[config.mk]
export PLATFORM = sky130hd
export DESIGN_NAME = fp_add_seq
export DESIGN_NICKNAME = d
export VERILOG_FILES = /design/src/rtl/fp_add_seq.sv
export SDC_FILE = /design/constraint.sdc
export NUM_CORES = 1
export LEC_CHECK = 0
export CORE_MARGIN = 8
export CORE_UTILIZATION = 40
export DETAILED_ROUTE_END_ITERATION = 10
export PLACE_DENSITY = 0.59
export REMOVE_ABC_BUFFERS = 1
export SYNTH_ARGS = -nofsm -noshare
export SYNTH_HDL_FRONTEND = slang
export SYNTH_SLANG_ARGS = --single-unit
[constraint.sdc]
create_clock -name clk -period 2.7 [get_ports clk]
set_input_delay 0.405 -clock clk [delete_from_list [all_inputs] [get_ports clk]]
set_output_delay 0.405 -clock clk [all_outputs]
set_load 0.02 [all_outputs]
[src/rtl/fp_add_seq.sv]
// fp_add_seq: multi-cycle floating-point adder/subtractor with start/busy/done handshake,
// guard bits during align/add, truncating normalisation and IEEE-style special values.
module fp_add_seq #(
    parameter int EXP_W = 4,
    parameter int MAN_W = 3,
    parameter int GRD_W = 2
) (
    input  logic                   clk,
    input  logic                   clr,
    input  logic                   start,
    input  logic                   op_sub,
    input  logic [EXP_W+MAN_W:0]   a,
    input  logic [EXP_W+MAN_W:0]   b,
    output logic                   busy,
    output logic                   done,
    output logic [EXP_W+MAN_W:0]   result,
    output logic                   flag_zero,
    output logic                   flag_ovf,
    output logic                   flag_unf,
    output logic                   flag_nan
);
    localparam int W  = 1 + EXP_W + MAN_W;
    localparam int MW = MAN_W + GRD_W + 2;
    localparam logic [EXP_W-1:0] EMAX = '1;
    localparam logic [W-1:0] QNAN = {1'b0, EMAX, MAN_W'(1) << (MAN_W - 1)};

    typedef enum logic [2:0] {IDLE, LOAD, ALIGN, ADD, NORM, DONE} state_t;

    state_t           r_state;
    logic [W-1:0]     r_a, r_b;
    logic             r_sub, r_spec, r_sg, r_sl;
    logic [EXP_W-1:0] r_e, r_diff;
    logic [MW-1:0]    r_mg, r_ml;

    logic             w_sa, w_sb, w_swap;
    logic [EXP_W-1:0] w_ea, w_eb, w_einc, w_edec;
    logic [MAN_W-1:0] w_fa, w_fb;
    logic             w_a_nan, w_b_nan, w_a_inf, w_b_inf, w_a_zero, w_b_zero;

    assign w_sa     = r_a[W-1];
    assign w_sb     = r_b[W-1] ^ r_sub;
    assign w_ea     = r_a[W-2:MAN_W];
    assign w_eb     = r_b[W-2:MAN_W];
    assign w_fa     = r_a[MAN_W-1:0];
    assign w_fb     = r_b[MAN_W-1:0];
    assign w_a_nan  = (w_ea == EMAX) && (w_fa != '0);
    assign w_b_nan  = (w_eb == EMAX) && (w_fb != '0);
    assign w_a_inf  = (w_ea == EMAX) && (w_fa == '0);
    assign w_b_inf  = (w_eb == EMAX) && (w_fb == '0);
    assign w_a_zero = (w_ea == '0);
    assign w_b_zero = (w_eb == '0);
    assign w_swap   = r_b[W-2:0] > r_a[W-2:0];
    assign w_einc   = r_e + EXP_W'(1);
    assign w_edec   = r_e - EXP_W'(1);

    assign busy = (r_state != IDLE);
    assign done = (r_state == DONE);

    always_ff @(posedge clk) begin
        if (clr) begin
            r_state   <= IDLE;
            r_a       <= '0;
            r_b       <= '0;
            r_sub     <= 1'b0;
            r_spec    <= 1'b0;
            r_sg      <= 1'b0;
            r_sl      <= 1'b0;
            r_e       <= '0;
            r_diff    <= '0;
            r_mg      <= '0;
            r_ml      <= '0;
            result    <= '0;
            flag_zero <= 1'b0;
            flag_ovf  <= 1'b0;
            flag_unf  <= 1'b0;
            flag_nan  <= 1'b0;
        end else begin
            case (r_state)
                IDLE: if (start) begin
                    r_a       <= a;
                    r_b       <= b;
                    r_sub     <= op_sub;
                    flag_zero <= 1'b0;
                    flag_ovf  <= 1'b0;
                    flag_unf  <= 1'b0;
                    flag_nan  <= 1'b0;
                    r_state   <= LOAD;
                end
                LOAD: begin
                    // special results are final here but leave via ALIGN to keep a fixed 2-edge latency
                    r_state <= ALIGN;
                    r_spec  <= 1'b1;
                    if (w_a_nan || w_b_nan || (w_a_inf && w_b_inf && (w_sa != w_sb))) begin
                        result   <= QNAN;
                        flag_nan <= 1'b1;
                    end else if (w_a_inf) begin
                        result <= {w_sa, EMAX, MAN_W'(0)};
                    end else if (w_b_inf) begin
                        result <= {w_sb, EMAX, MAN_W'(0)};
                    end else if (w_a_zero && w_b_zero) begin
                        result    <= '0;
                        flag_zero <= 1'b1;
                    end else if (w_a_zero) begin
                        result <= {w_sb, r_b[W-2:0]};
                    end else if (w_b_zero) begin
                        result <= r_a;
                    end else begin
                        r_spec <= 1'b0;
                        r_sg   <= w_swap ? w_sb : w_sa;
                        r_sl   <= w_swap ? w_sa : w_sb;
                        r_e    <= w_swap ? w_eb : w_ea;
                        r_diff <= w_swap ? w_eb - w_ea : w_ea - w_eb;
                        r_mg   <= {2'b01, w_swap ? w_fb : w_fa, {GRD_W{1'b0}}};
                        r_ml   <= {2'b01, w_swap ? w_fa : w_fb, {GRD_W{1'b0}}};
                    end
                end
                ALIGN: begin
                    r_ml    <= r_ml >> r_diff;
                    r_state <= r_spec ? DONE : ADD;
                end
                ADD: begin
                    r_mg    <= (r_sg == r_sl) ? r_mg + r_ml : r_mg - r_ml;
                    r_state <= NORM;
                end
                NORM: begin
                    if (r_mg == '0) begin
                        result    <= '0;
                        flag_zero <= 1'b1;
                        r_state   <= DONE;
                    end else if (r_mg[MW-1]) begin
                        r_mg <= r_mg >> 1;
                        r_e  <= w_einc;
                        if (w_einc == EMAX) begin
                            result   <= {r_sg, EMAX, MAN_W'(0)};
                            flag_ovf <= 1'b1;
                            r_state  <= DONE;
                        end
                    end else if (!r_mg[MW-2]) begin
                        r_mg <= r_mg << 1;
                        r_e  <= w_edec;
                        if (w_edec == '0) begin
                            result    <= '0;
                            flag_unf  <= 1'b1;
                            flag_zero <= 1'b1;
                            r_state   <= DONE;
                        end
                    end else begin
                        result  <= {r_sg, r_e, r_mg[MW-3 -: MAN_W]};
                        r_state <= DONE;
                    end
                end
                DONE:    r_state <= IDLE;
                default: r_state <= IDLE;
            endcase
        end
    end
endmodule

==> results of run 1 <==
[cell families (layout without fill, tap and decap cells)]
group | after synthesis | in the layout | share of synthesized area
xor+xnor | 15 | 15 | 0.0368
flops | 57 | 57 | 0.289
compound gates | 142 | 142 | 0.246
simple gates | 182 | 182 | 0.224
buf+inv | 52 | 98 | 0.0552
fa+ha+maj | 25 | 25 | 0.0850
mux | 23 | 23 | 0.0637
[placed cells by master, fill, tap and decap left out, types with 4 or more instances in the layout]
| cell | n |
|---|---|
| nand2_1 | 65 |
| dfxtp_1 | 56 |
| a21oi_1 | 47 |
| nor2_1 | 42 |
| clkdlybuf4s50_1 | 32 |
| buf_4 | 26 |
| inv_1 | 22 |
| ha_1 | 22 |
| o21ai_0 | 19 |
| nor3_1 | 18 |
| mux2i_1 | 15 |
| clkbuf_8 | 11 |
| nand2b_1 | 9 |
| a211oi_1 | 8 |
| mux2_2 | 7 |
| xnor2_1 | 7 |
| xor2_1 | 6 |
| nand3_1 | 6 |
| a31oi_1 | 6 |
| nand4_1 | 5 |
| o21ai_1 | 5 |
| a22oi_1 | 5 |
| o211ai_1 | 5 |
| nor2b_1 | 5 |
| and3_1 | 4 |
| or4_1 | 4 |
| or2_2 | 4 |
| and2_1 | 4 |
| a221oi_1 | 4 |
[power by group]
group	internal (mW)	switching, mW
combinational	0.385	0.462
clock	0.469	0.347
sequential	0.901	0.0708
[per-layer routing]
metal  vias to the layer above  track usage
li1                       1879            -
met1                      1760        0.215
met2                       104        0.293
met3                         9       0.0404
met4                         0       0.0473
met5                         -            0
[flip-flops by register name, summed over array words and instances (netlist names), 3 cells and up]
name,flops
r_e,4
r_state,3
r_diff,4
result,8
r_b,8
r_ml,7
r_a,8
r_mg,7
[critical path, cell delays in order, from the launching register on]
cell	delay (ps)
dfxtp_2	370
inv_1	60
ha_1	360
and3_4	190
a221o_1	400
o21ai_4	220
buf_12	140
mux2_2	330
a221oi_1	290
nor3_1	70
[repair_timing]
action / in CTS / in global routing
endpoints found under the setup margin: 0 / 8
endpoints found under the hold margin: 0 / 0
gates resized for setup: 0 / 4
hold buffers: 0 / 0
buffers inserted: 0 / 1
[Yosys cell counts, drive strengths merged (6+ instances only)]
cell type,n
mux2,7
o21ai,25
nand2,65
a31oi,7
o211ai,6
nor3,20
nand4,6
clkbuf,17
nand2b,9
nor2,42
ha,22
mux2i,15
xor2,6
xnor2,8
and2,6
dfxtp,57
inv,23
buf,12
nand3,6
a211oi,8
a21oi,50
[path summary, 6_finish.rpt]
kind / start / to / slack [ps] / depth (start not counted)
max: r_a[6]$_SDFFE_PP0P_ / r_ml[3]$_SDFFE_PP0P_ / 160 / 9
min reg2reg: r_a[6]$_SDFFE_PP0P_ / r_a[6]$_SDFFE_PP0P_ / 490 / 2
min: clr / r_b[3]$_SDFFE_PP0P_ / 440 / 2
max reg2reg: r_a[6]$_SDFFE_PP0P_ / r_ml[3]$_SDFFE_PP0P_ / 160 / 9
[metrics by stage]
| step | area, um2 | hold slack [ps] |
|---|---|---|
| 2_1_floorplan | 3810 | 438 |
| 6_report | 4730 | 441 |
| 3_5_place_dp | 4500 | 458 |
| 4_1_cts | 4700 | 434 |
| 3_3_place_gp | 4500 | 459 |
| 5_1_grt | 4730 | 456 |
[layout make-up]
type	instances	area (um2)
fillers	974	4950
multi-input cells	387	2600
flip-flops and latches	57	1140
repair buffers	60	541
well taps	133	166
clock buffers	12	155
inverters	23	86.3
clock inverters	3	40.0
==> results.yml, run 1 <==
cts:
  clk_path_buf_depth: 2
  cts_num_sinks: 57
  clock_latency_ps: 340
  cts_tree: "built"
  clk_pin_slew_ps: 60
  root_buffer: "clkbuf_8"
  cts_buffers: 9
  htreeDepth: 3
logic_synthesis:
  synthArstFlopShare: 0
  synth_edf_count: 0
  avgSynthCellArea_um2: 7.95
  synth_cell_type_count: 75
  synthTopCellsByArea: "dfxtp_1, ha_1, a21oi_1"
  syn-cell-area_um2: 3950
  synth_cells: 496
  yosys.area.top_type: "dfxtp_1"
  yosys_warnings: 0
  ys_ff_latch: 57
  yosysSeqAreaShare: 0.289
  dominantRegCellSynth: "dfxtp_1"
  synth_top_area_share: 0.289
critical_path:
  critPathArrivalTime_ps: 2760
  critPathKind: "reg -> reg"
  path_max_fanout: 6
  cp.required_ps: 2920
  start_kind: "register"
  crit_path_end_kind: "register"
pwr:
  vdd_drop_max_mv: 0.253
  leakagePower_nw: 1.84
  total_power_mw: 2.64
  cellPowerDensity_nw_per_um2: 557
global_routing:
  grt_max_degree: 22
  grt_pass1_wl_um: 18300
  first_global_vias: 3627
  antenna_found_initial: 0
  grt_usage: 0.173
  overflow: 0
sta:
  tightest_slew_ps: 619
  min_period_ps: 2540
  setup_slack_ps: 164
  rsz0062_at_grt: "false"
  slew-limit-headroom: 0.586
  hold_violations: 0
  timing.final.max_slew_violations: 0
  timing.final.crit_share: 0.939
  finalSetupViolCount: 0
  fmax_mhz: 394
  skew_ps: 4.22
  final.setup.tns_ps: 0
job:
  drv_cap: 0
floorplanning:
  row_count: 36
  core_um2: 9680
  start_util: 0.407
  dieArea_um2: 13300
  die_w_um: 115
  die_y_um: 115
  io_pins: 34
placement:
  place_congestion: 0.849
  port_buffers: 33
  pre_cts_slack_ps: 94.6
  dp.cells: 659
  post-dp-hpwl_um: 8230
route:
  dr.pass1.iters: 5
  dr_wl_met2_um: 5400
  met1Wirelength_um: 4960
  wirelength_um: 11000
  top_layer_used: "met4"
  vias_per_cell: 5.56
  drtIter0Drc: 237
  ant_nets: 0
  drc: 0
  avgRoutedWirePerCell_um: 16.4
  vias: 3752
  dr_wl_met3_um: 580
layout:
  fin_cells: 675
  drive_above_1_share: 0.140
  fin_util: 0.489
  antenna_cells: 0
  area_delta_synth_final_pct: 19.9
  final_nets: 583
hold_path:
  hold_class: "in -> reg"
status:
  outcome: "complete, no violations"
(Power assumes the default switching activity.)
==> inputs of run 2 (changes only) <==
==> constraint.sdc (replaced) <==
create_clock -name clk -period 2.7 [get_ports clk]
set_input_delay 0.405 -clock clk [delete_from_list [all_inputs] [get_ports clk]]
set_output_delay 0.405 -clock clk [all_outputs]
set_load 0.01 [all_outputs]
==> results of run 2 <==
The final DEF is identical to that of run 1. Status: complete, no violations.
Among the figures that moved: total power 2.64 mW -> 2.62 mW; worst IR drop on VDD 0.253 mV -> 0.252 mV
==> patch (settings of run 1) <==
`GRD_W`: 2 -> 4.
--- a/src/rtl/fp_add_seq.sv
+++ b/src/rtl/fp_add_seq.sv
@@ -5,3 +5,3 @@
     parameter int MAN_W = 3,
-    parameter int GRD_W = 2
+    parameter int GRD_W = 4
 ) (
Check against the original RTL: same outputs for any inputs over 4 cycles, from zero or initial values; that may be too few to reach the edited logic, so the function may still have changed.
==> patch against run 1 <==
Cell area is 9.1% higher; via count is 14% higher; synthesized area is 9.3% higher; clock power is 11% lower; critical path depth is 2 higher; routed wire length is 16% higher; setup slack better by 0.022 ns; power is 0.99% higher; sequential cell count is 4 higher; largest power group unchanged.
==> patch: results (changes against run 1) <==
Final WS setup=0.186 ns (+0.0223 ns); GPL Wtd Cong=0.899 (+5.9%); Post-Place Cells=740 (+12%); Skew-Pair Late Insertion Delay=0.36 ns (+0.02 ns); hold_ws=0.470 ns (+0.0290 ns); Seq area share=0.237 (-0.00443); layout net count=659 (+13%); biggest regs=r_mg x9, r_ml x9; sw frac=0.365 (+0.0307); NonClk Buf Share=0.112 (-0.00179); Setup Skew=0.00997 ns (+0.00575 ns); largest fanout on the critical path=3 (-3); detailed-route wire length=12.8 mm (+16%); drt pass-1 iters=4 (-1); total track usage=0.183 (+0.00992); Hold Startpoint=r_sub; largest net degree at the start of global routing=40 (+82%); TritonCTS buffer count=9 (unchanged); Setup crit start=r_ml[1]; buffers outside the clock class=67 (+12%); post-cts gate resize count=3 (+3); metal2 WL=5.90 mm (+9.2%); post-synthesis adder-cell area fraction=0.0836 (-0.00140); run status=finished clean; layout cells sized above 1=0.128 (-0.0120); Clock Network Area Fraction=0.0322 (-0.00902); DP Worst Slack=-0.0866 ns (-0.181 ns); FF+latch count=61 (+7.0%); Routed met1 length=6.05 mm (+22%); Clock Tree Buf Depth=2 (unchanged); Syn-to-layout area delta=19.8%; multi-input gate share of total cell area=0.568 (+0.0180); vias per std cell=5.68 (+2.1%); part of the Yosys area used for sequential elements=0.283 (-0.00594); Netlist cell types=66 (-12%); Synth Area in XOR/XNOR=0.0406 (+0.00385); r2r worst-path depth=11 (+2); CP peak stage delay=0.37 ns (-0.03 ns); top cells by area, synth=dfxtp_1 28%, a21oi_1 7.7%, ha_1 7.0%, nand2_1 6.0%, nor2_1 4.8%; number of DRC markers in iteration 0=393 (+66%); final-layout clock buffer total=11 (-1); multi-input gates=450 (+16%); Leakage=1.99 nW (+8.0%); post-route cell area=5160 um2 (+9.1%); Post-DP Area=4930 um2 (+9.6%); Gate Count Post-Synth=565 (+14%); # fillers=1076 (+10%); Peak supply drop=0.243 mV (-4.1%); commonest cells in the netlist=69 x nand2_1, 66 x a21oi_1, 61 x dfxtp_1; dpl hpwl=9.43 mm (+15%); Slew @ Worst Pin=1.07 ns (+0.446 ns); slowest CP cell=a2111oi_2; first-pass GRT wire length=21.5 mm (+17%); worst hold path class=flop to flop; post-synthesis compound-gate area fraction=0.261 (+0.0145)
==> patch: cell families (layout without fill, tap and decap cells) <==
family | after synthesis | count (layout)
compound gates | 174 | 174
flops | 61 | 61
simple gates | 208 | 208
mux | 21 | 21
xor+xnor | 20 | 20
fa+ha+maj | 27 | 27
buf+inv | 54 | 105
==> patch: worst paths after layout <==
kind | endpoint
setup reg to reg | r_mg[7]
setup / recovery | r_mg[7]
hold reg to reg | r_sub
hold / removal | r_sub
==> patch: power groups by stage <==
stage | clock network, W | registers (W) | logic, W
2_1_floorplan | 0 | 0.00106 | 0.000553
3_3_place_gp | 0 | 0.00105 | 0.000861
3_5_place_dp | 0 | 0.00106 | 0.000874
4_1_cts | 0.000746 | 0.00103 | 0.000882
5_1_grt | 0.000788 | 0.00105 | 0.000992
6_report | 0.000730 | 0.00104 | 0.000895
==> patch: per-layer routing <==
layer  GRT usage  vias up
met5           0        -
met4      0.0960        0
met3      0.0258       21
met2       0.290      117
met1       0.238     2021
li1            -     2132
